<file path="src/rtl/iso_seq_pkg.sv">
// Shared types and sizing helpers for the power-domain isolation sequencer.
package iso_seq_pkg;

    typedef enum logic [2:0] {
        ST_OFF    = 3'd0,
        ST_PUP    = 3'd1,
        ST_SETTLE = 3'd2,
        ST_ON     = 3'd3,
        ST_ISO    = 3'd4,
        ST_PDN    = 3'd5
    } iso_state_t;

    // One counter serves setup, settle and ack-timeout, so size it for the largest load.
    function automatic int cnt_width(input int setup_cyc, input int settle_cyc, input int ack_timeout);
        int m;
        m = setup_cyc;
        if (settle_cyc > m) m = settle_cyc;
        if (ack_timeout > m) m = ack_timeout;
        return $clog2(m + 1);
    endfunction

endpackage

</file>
<file path="src/rtl/iso_seq_dom.sv">
// One switchable domain: isolation/power sequencing FSM, shared down-counter,
// sticky timeout flag, hold register and the clamp/hold output mux.
//
// state  | meaning
// OFF    | rail off, isolated; waits for request with no pending error
// PUP    | switch enabled, waiting for rail-good ack (timeout guarded)
// SETTLE | rail good, isolation held for the settle time
// ON     | isolation released, data passes through
// ISO    | isolation applied, held for setup time before switching off
// PDN    | switch disabled, waiting for ack to drop (timeout guarded)
module iso_seq_dom
    import iso_seq_pkg::*;
#(
    parameter int   DW          = 8,
    parameter int   SETUP_CYC   = 2,
    parameter int   SETTLE_CYC  = 4,
    parameter int   ACK_TIMEOUT = 255,
    parameter logic CLAMP_HI    = 1'b0,
    parameter logic HOLD_MODE   = 1'b0
) (
    input  logic          clk,
    input  logic          rst,
    input  logic          pwr_req,
    input  logic          pwr_ack,
    input  logic          err_clr,
    input  logic [DW-1:0] din,
    output logic          pwr_en,
    output logic          iso_en,
    output logic          dom_on,
    output logic          err,
    output logic [DW-1:0] dout
);

    localparam int CW = cnt_width(SETUP_CYC, SETTLE_CYC, ACK_TIMEOUT);

    iso_state_t    state, state_nxt;
    logic [CW-1:0] cnt, cnt_nxt;
    logic          cnt_tc;
    logic          err_set, err_nxt;
    logic          hold_ld;
    logic [DW-1:0] hold_q;
    logic          pwr_en_nxt, iso_en_nxt, dom_on_nxt;

    assign cnt_tc = (cnt == CW'(1));

    always_comb begin
        state_nxt = state;
        cnt_nxt   = cnt;
        err_set   = 1'b0;
        hold_ld   = 1'b0;
        case (state)
            ST_OFF: begin
                if (pwr_req && !err) begin
                    state_nxt = ST_PUP;
                    cnt_nxt   = CW'(ACK_TIMEOUT);
                end
            end
            ST_PUP: begin
                if (pwr_ack) begin
                    state_nxt = ST_SETTLE;
                    cnt_nxt   = CW'(SETTLE_CYC);
                end else if (cnt_tc) begin
                    err_set   = 1'b1;
                    state_nxt = ST_PDN;
                    cnt_nxt   = CW'(ACK_TIMEOUT);
                end else begin
                    cnt_nxt = cnt - CW'(1);
                end
            end
            ST_SETTLE: begin
                if (cnt_tc) state_nxt = ST_ON;
                else        cnt_nxt   = cnt - CW'(1);
            end
            ST_ON: begin
                if (!pwr_req) begin
                    state_nxt = ST_ISO;
                    cnt_nxt   = CW'(SETUP_CYC);
                    hold_ld   = 1'b1;
                end
            end
            ST_ISO: begin
                if (cnt_tc) begin
                    state_nxt = ST_PDN;
                    cnt_nxt   = CW'(ACK_TIMEOUT);
                end else begin
                    cnt_nxt = cnt - CW'(1);
                end
            end
            ST_PDN: begin
                if (!pwr_ack) begin
                    state_nxt = ST_OFF;
                end else if (cnt_tc) begin
                    err_set   = 1'b1;
                    state_nxt = ST_OFF;
                end else begin
                    cnt_nxt = cnt - CW'(1);
                end
            end
            default: state_nxt = ST_OFF;
        endcase

        // Clear wins over a coincident timeout.
        err_nxt    = err_clr ? 1'b0 : (err | err_set);
        pwr_en_nxt = (state_nxt != ST_OFF) && (state_nxt != ST_PDN);
        iso_en_nxt = (state_nxt != ST_ON);
        dom_on_nxt = (state_nxt == ST_ON);
    end

    always_ff @(posedge clk or posedge rst) begin
        if (rst) begin
            state  <= ST_OFF;
            cnt    <= '0;
            err    <= 1'b0;
            pwr_en <= 1'b0;
            iso_en <= 1'b1;
            dom_on <= 1'b0;
            hold_q <= '0;
        end else begin
            state  <= state_nxt;
            cnt    <= cnt_nxt;
            err    <= err_nxt;
            pwr_en <= pwr_en_nxt;
            iso_en <= iso_en_nxt;
            dom_on <= dom_on_nxt;
            if (hold_ld) hold_q <= din;
        end
    end

    always_comb begin
        if (!iso_en)        dout = din;
        else if (HOLD_MODE) dout = hold_q;
        else                dout = {DW{CLAMP_HI}};
    end

endmodule

</file>
<file path="src/rtl/iso_seq_ctrl.sv">
// Isolation sequencer for NUM_DOM switchable domains; each domain is an
// independent iso_seq_dom, with err_clr shared by all.
module iso_seq_ctrl
    import iso_seq_pkg::*;
#(
    parameter int                 NUM_DOM     = 4,
    parameter int                 DW          = 8,
    parameter int                 SETUP_CYC   = 2,
    parameter int                 SETTLE_CYC  = 4,
    parameter int                 ACK_TIMEOUT = 255,
    parameter logic [NUM_DOM-1:0] CLAMP_HI    = '0,
    parameter logic [NUM_DOM-1:0] HOLD_MODE   = '0
) (
    input  logic                  clk,
    input  logic                  rst,
    input  logic [NUM_DOM-1:0]    pwr_req,
    input  logic [NUM_DOM-1:0]    pwr_ack,
    input  logic                  err_clr,
    input  logic [NUM_DOM*DW-1:0] din,
    output logic [NUM_DOM-1:0]    pwr_en,
    output logic [NUM_DOM-1:0]    iso_en,
    output logic [NUM_DOM-1:0]    iso_n,
    output logic [NUM_DOM-1:0]    dom_on,
    output logic [NUM_DOM-1:0]    err,
    output logic [NUM_DOM*DW-1:0] dout
);

    for (genvar d = 0; d < NUM_DOM; d++) begin : g_dom
        iso_seq_dom #(
            .DW          (DW),
            .SETUP_CYC   (SETUP_CYC),
            .SETTLE_CYC  (SETTLE_CYC),
            .ACK_TIMEOUT (ACK_TIMEOUT),
            .CLAMP_HI    (CLAMP_HI[d]),
            .HOLD_MODE   (HOLD_MODE[d])
        ) u_dom (
            .clk     (clk),
            .rst     (rst),
            .pwr_req (pwr_req[d]),
            .pwr_ack (pwr_ack[d]),
            .err_clr (err_clr),
            .din     (din[d*DW +: DW]),
            .pwr_en  (pwr_en[d]),
            .iso_en  (iso_en[d]),
            .dom_on  (dom_on[d]),
            .err     (err[d]),
            .dout    (dout[d*DW +: DW])
        );
    end

    // Inverted enable for isolation cells with an active-low pin.
    assign iso_n = ~iso_en;

endmodule
</file>
<file path="config.mk">
export PLATFORM = sky130hd
export DESIGN_NAME = iso_seq_ctrl
export DESIGN_NICKNAME = d
export VERILOG_FILES = /design/src/rtl/iso_seq_pkg.sv /design/src/rtl/iso_seq_dom.sv /design/src/rtl/iso_seq_ctrl.sv
export SDC_FILE = /design/constraint.sdc
export NUM_CORES = 1
export LEC_CHECK = 0
export BUFFER_PORTS_ARGS = -buffer_cell sky130_fd_sc_hd__buf_2
export CAP_MARGIN = 15
export CORE_MARGIN = 2
export CORE_UTILIZATION = 55
export CTS_CLUSTER_DIAMETER = 50
export CTS_CLUSTER_SIZE = 24
export DETAILED_ROUTE_END_ITERATION = 6
export PLACE_DENSITY = 0.79
export SYNTH_ARGS = -nofsm -noshare
export SYNTH_HDL_FRONTEND = slang
export SYNTH_HIERARCHICAL = 1
export SYNTH_SLANG_ARGS = --single-unit
</file>
<file path="constraint.sdc">
create_clock -name clk -period 1.95 [get_ports clk]
set_input_delay 0.0975 -clock clk [delete_from_list [all_inputs] [get_ports clk]]
set_output_delay 0.0975 -clock clk [all_outputs]
set_load 0.01 [all_outputs]
</file>
# After elaboration in Yosys (flattened, before gate mapping)
# Index checks and enable logic that the tools add are counted.
# word_totals
ff_bits,60
wordCells,193
# classes
add_sub_neg,4
n_eq_ne,48
muxes,84
bitwise_logic,5
reduce_logical,28
# ops
cell,n
2-to-1 mux 8 bit,28
case mux 8 bit (6 select lines),4
2-to-1 mux 3 bit,28
case mux 3 bit (6 select lines),4
== test 3 x 2 -> 1 bit (second input constant),12
== test 8 x 1 -> 1 bit (second input constant),4
subtractor 8 x 1 -> 8 bit (second input constant),4
== test 3 bit (second input constant),8
nonzero test 6 bit,4
2-to-1 mux 1 bit,16
inequality test 2 bit (second input constant),8
AND reduction 4 bit,4
== test 3 x 1 -> 1 bit (second input constant),4
logical NOT 3 bit,4
inequality test 3 x 2 -> 1 bit (second input constant),4
inequality test 3 bit (second input constant),4
nonzero test 3 bit,4
logical AND 1 bit,8
inequality test 2 x 1 -> 1 bit (second input constant),4
case mux 1 bit (2 select lines),4
logical NOT 1 bit,4
inverter 4 bit,1
OR 1 bit,4

# Longest topological paths before layout
# depth
depth_word,6
ltp_mapped,8

# By module
# Netlist, hierarchy kept.
# modules_own_cells
module,instances,cells_each,area_per_inst_um2,seq_area_each_um2
iso_seq_dom at g_dom[0].u_dom ...,3,122,1053.5,376.6
iso_seq_dom at g_dom[3].u_dom,1,150,1226.2,376.6
iso_seq_ctrl,1,4,15.0,0.0

# Worst setup path after synthesis
# Ideal clock, no wire load.
# synth_path
path_type,flip-flop to flip-flop
from,reg g_dom[3].u_dom.cnt[0]
to,reg g_dom[3].u_dom.cnt[1]
t_arrival_ps,1643
slack_ps,181
stages_incl_launch_ff,7
synth_period_minus_slack_ps,1769
cell_sequence,dfrtp_1 -> ha_1 -> nor2b_1 -> nand3_2 -> a21oi_1 -> or3_4 -> o32a_1
# synth_via
elab_chain_len,4
word_cells_on_any_way,7
cone_classes,add/sub: 1; eq/ne: 1; mux: 5
# synth_rtl
item,line_no,rtl
start: declaration,iso_seq_dom.sv:37,"logic [CW-1:0] cnt, cnt_nxt;"
start signal: assignment,iso_seq_dom.sv:120,cnt <= cnt_nxt;
subtractor 8 x 1 -> 8 bit or == test 8 x 1 -> 1 bit (tied branches),-,
"2-to-1 mux 8 bit, on equally long branches",-,
"2-to-1 mux 8 bit, on equally long branches","iso_seq_dom.sv:90, iso_seq_dom.sv:59",
case mux 8 bit (6 select lines) (*),iso_seq_dom.sv:51,case (state)
# Every way passes the cells marked *; elsewhere a longest branch is shown, timed or not. The select of a mux whose other input is x is not followed.
# A chain may end at the register's enable or synchronous reset.

# Final worst setup path
# Ends and elaborated chain as after synthesis.

==> results.md <==
* Worst reg2reg path depth at 6
* Syn Inst Count at 520
* Share of layout cells above drive strength 1 at 27.22%
* Hold depth at 3
* Min Tclk post-route at 1.878 ns
* Post-synthesis sequential area ratio at 34.22%
* Residual DRC at 0
* Clk buf depth at 2
* WHS at 0.08103 ns
* GRT Util Overall at 24.77%
* Post-synth EDFFs at 0
* FF+latch area at 1509 um2
* Mean area per synthesized cell at 8.465 um2
* Crit path from: g_dom[3].u_dom/cnt[0]$_DFFE_PP0P_
* GRT overflow at 0
* Top FF cell, synth: dfrtp_1
* Antenna violations before repair at 0
* WL per Instance at 14.47 um
* Vias per cell at 5.787
* Synthesized area at 4402 um2
* Die ar. at 8735 um2
* HP Class: in -> reg
* Cell with the most instances after synthesis: dfrtp_1
* Final wirelength at 10620 um
* RSZ-0062 raised after global routing: no
* Reg2reg setup slack at 0.07 ns
* Initial Util at 56.96%
* Max_slew headroom at 58.98%
* Final period utilization at 96.32%
* Worst Path Arrival at 2.10 ns
* Worst Path Required at 2.17 ns
* F_max at 532.4 MHz
* Max-cap viol count at 0
* Clock sink total at 60
* # H-tree levels at 3
* Yosys cell types at 58
* Clk_lat worst skew at 0.34 ns
* CP startpoint kind: register
* Status: finished clean
* DRT Pass-1 Iters at 5
* Vias in the first global route at 3951
* Port buffer count at 94
* Die width at 93.46 um
* Layout area overhead at 20.27%
* FF-to-FF End: g_dom[3].u_dom/cnt[1]$_DFFE_PP0P_
* Die height at 93.46 um
* Top post-synthesis cells by area: dfrtp_1, nor2b_1, a21oi_1
* Yosys top cell area share at 31.84%
* First-pass GRT wire length at 17660 um
* Final Max Tran Viols at 0
* Top Ports at 95
* HP Start: pwr_ack[1]
* Setup TNS at 0 ns
* Std-Cell Rows at 32
* Top cell type by total area after synthesis: dfrtp_1
* Crit path kind: reg -> reg
* Area of the multi-input gates at 2701 um2
* Leakage power at 2.395 nW
* Largest net degree at the start of global routing at 18
* Final setup vio count at 0
* RD Place Congestion at 0.8746
* Reg clk slew, reported paths at 0.07 ns
* Area of the core at 7727 um2
* Clock Skew at 0.01111 ns
* Final hold violation count at 0
* Synth warnings at 6
* Post-layout util at 68.51%
* Worst-Margin Slew at 0.6146 ns
* Worst VDD drop at 1.109 mV
* Overall power consumption at 9.025 mW
* Nets at 678
* Crit. End Element: register
* Antenna-violating nets left at 0
* CTS tree: yes
* Net Count, Synth at 571
* Start of the worst register-to-register path: g_dom[3].u_dom/cnt[0]$_DFFE_PP0P_
* Ant diodes at 0
* Dpl hpwl at 7903 um
* Crit path max fanout at 5
* Fill cell count at 637
* CTS Root Cell: clkbuf_8
* Cell area power density at 1705 nW/um2
* Total CTS buffers at 9
* DRT iter0 DRCs at 205
* Vias at 4248
* #FFs+latches synth at 60
* Post-synth top cells: dfrtp_1, nor2b_1, a21oi_1, nand2_1, nor2_1
* Min-Delay Endpoint: g_dom[1].u_dom/state[1]$_DFF_PP0_
* Share of flip-flops with an asynchronous set or reset at 100.0%
## report_power, final
group	total, mW	switching, mW	internal (mW)	leakage, nW
combinational	5.02	2.72	2.30	1.56
clock	1.24	0.488	0.753	0.107
sequential	2.76	0.924	1.84	0.725
total	9.02	4.14	4.89	2.40
## worst max-delay path, cell delays in order, from the launching register on
cell	delay (ns)
dfrtp_1	0.42
ha_2	0.22
nor2b_2	0.17
nand3_2	0.11
a21oi_1	0.08
or3_4	0.41
o32a_1	0.36
## metrics by stage
step / std cells / instance area, um2 / setup slack (ns)
after CTS: 733 / 5274 / 0.04531
final: 734 / 5294 / 0.07179
after floorplan: 520 / 4402 / 0.1811
after global routing: 734 / 5294 / 0.009583
after detailed placement: 715 / 5036 / 0.05664
after global placement: 715 / 5036 / 0.1059
## area by class of cell
class                           count  area share, %
Inverter                           30          2.127
Clock buffer                       12          2.742
Multi-Input combinational cell    412          51.03
Tap cell                          102          2.411
Timing Repair Buffer              114          11.82
Sequential cell                    60          28.50
Clock inverter                      4          1.371
## per-layer routing
layer  GRT usage [%]  wire length [um]  vias to the layer above
li1                -                 -                     2098
met1           31.44              4637                     2007
met2           42.81              5256                      130
met3           5.399               621                       13
met4           6.250               105                        0
met5               0                 0                        -
## cell families (layout without fill, tap and decap cells)
kind of cell,count (synthesis),count (layout),synth area share (%)
AND/OR/NAND/NOR,222,222,28.37
AO/OA/AOI/OAI,168,168,27.72
flip-flops,60,60,34.22
buffers and inverters,48,160,4.633
XOR/XNOR,14,14,2.786
adder cells (fa/ha/maj),8,8,2.274
## sequential cells by signal (all words and copies together) (netlist names)
name                cells
g_dom.u_dom/iso_en      4
g_dom.u_dom/dom_on      4
g_dom.u_dom/cnt        32
g_dom.u_dom/pwr_en      4
g_dom.u_dom/state      12
g_dom.u_dom/err         4
## worst max-delay path by stage
stage | slack [ns] | endpoint
global placement | 0.11 | g_dom[3].u_dom/cnt[1]$_DFFE_PP0P_
global route | 0.01 | g_dom[0].u_dom/cnt[4]$_DFFE_PP0P_
CTS | 0.05 | g_dom[3].u_dom/cnt[1]$_DFFE_PP0P_
detailed placement | 0.06 | g_dom[3].u_dom/cnt[1]$_DFFE_PP0P_
finish | 0.07 | g_dom[3].u_dom/cnt[1]$_DFFE_PP0P_
floorplan | 0.18 | g_dom[3].u_dom/cnt[1]$_DFFE_PP0P_
## timing repair
| item | in CTS | in global routing |
|---|---|---|
| buffers inserted | 0 | 1 |
| endpoints found under the hold margin | 59 | 0 |
| setup endpoints to repair | 0 | 8 |
| gates resized for setup | 0 | 5 |
| hold buffers | 2 | 0 |
## cells in the final DEF (no fill, tap or decap), types with 4 or more instances in the layout
cell | synthesis | routed
a211oi_1 | 12 | 12
a21o_1 | 4 | 4
a21o_2 | 9 | 9
a21oi_1 | 46 | 46
a22oi_1 | 12 | 12
a311oi_1 | 9 | 9
a31oi_1 | 5 | 5
and2_1 | 5 | 5
buf_2 | 10 | 94
buf_4 | 1 | 18
clkbuf_8 | 0 | 10
dfrtp_1 | 56 | 54
dfstp_2 | 4 | 4
ha_1 | 8 | 7
inv_1 | 30 | 30
nand2_1 | 44 | 44
nand2b_1 | 18 | 18
nand3_1 | 6 | 6
nor2_1 | 42 | 42
nor2b_1 | 49 | 48
nor3_1 | 16 | 16
nor3b_1 | 12 | 11
nor4_1 | 6 | 6
nor4_4 | 4 | 4
o211ai_1 | 6 | 6
o21ai_0 | 19 | 19
o21bai_1 | 6 | 6
or2_2 | 4 | 4
xnor2_1 | 14 | 14
Power figures use the tool's default switching activity.
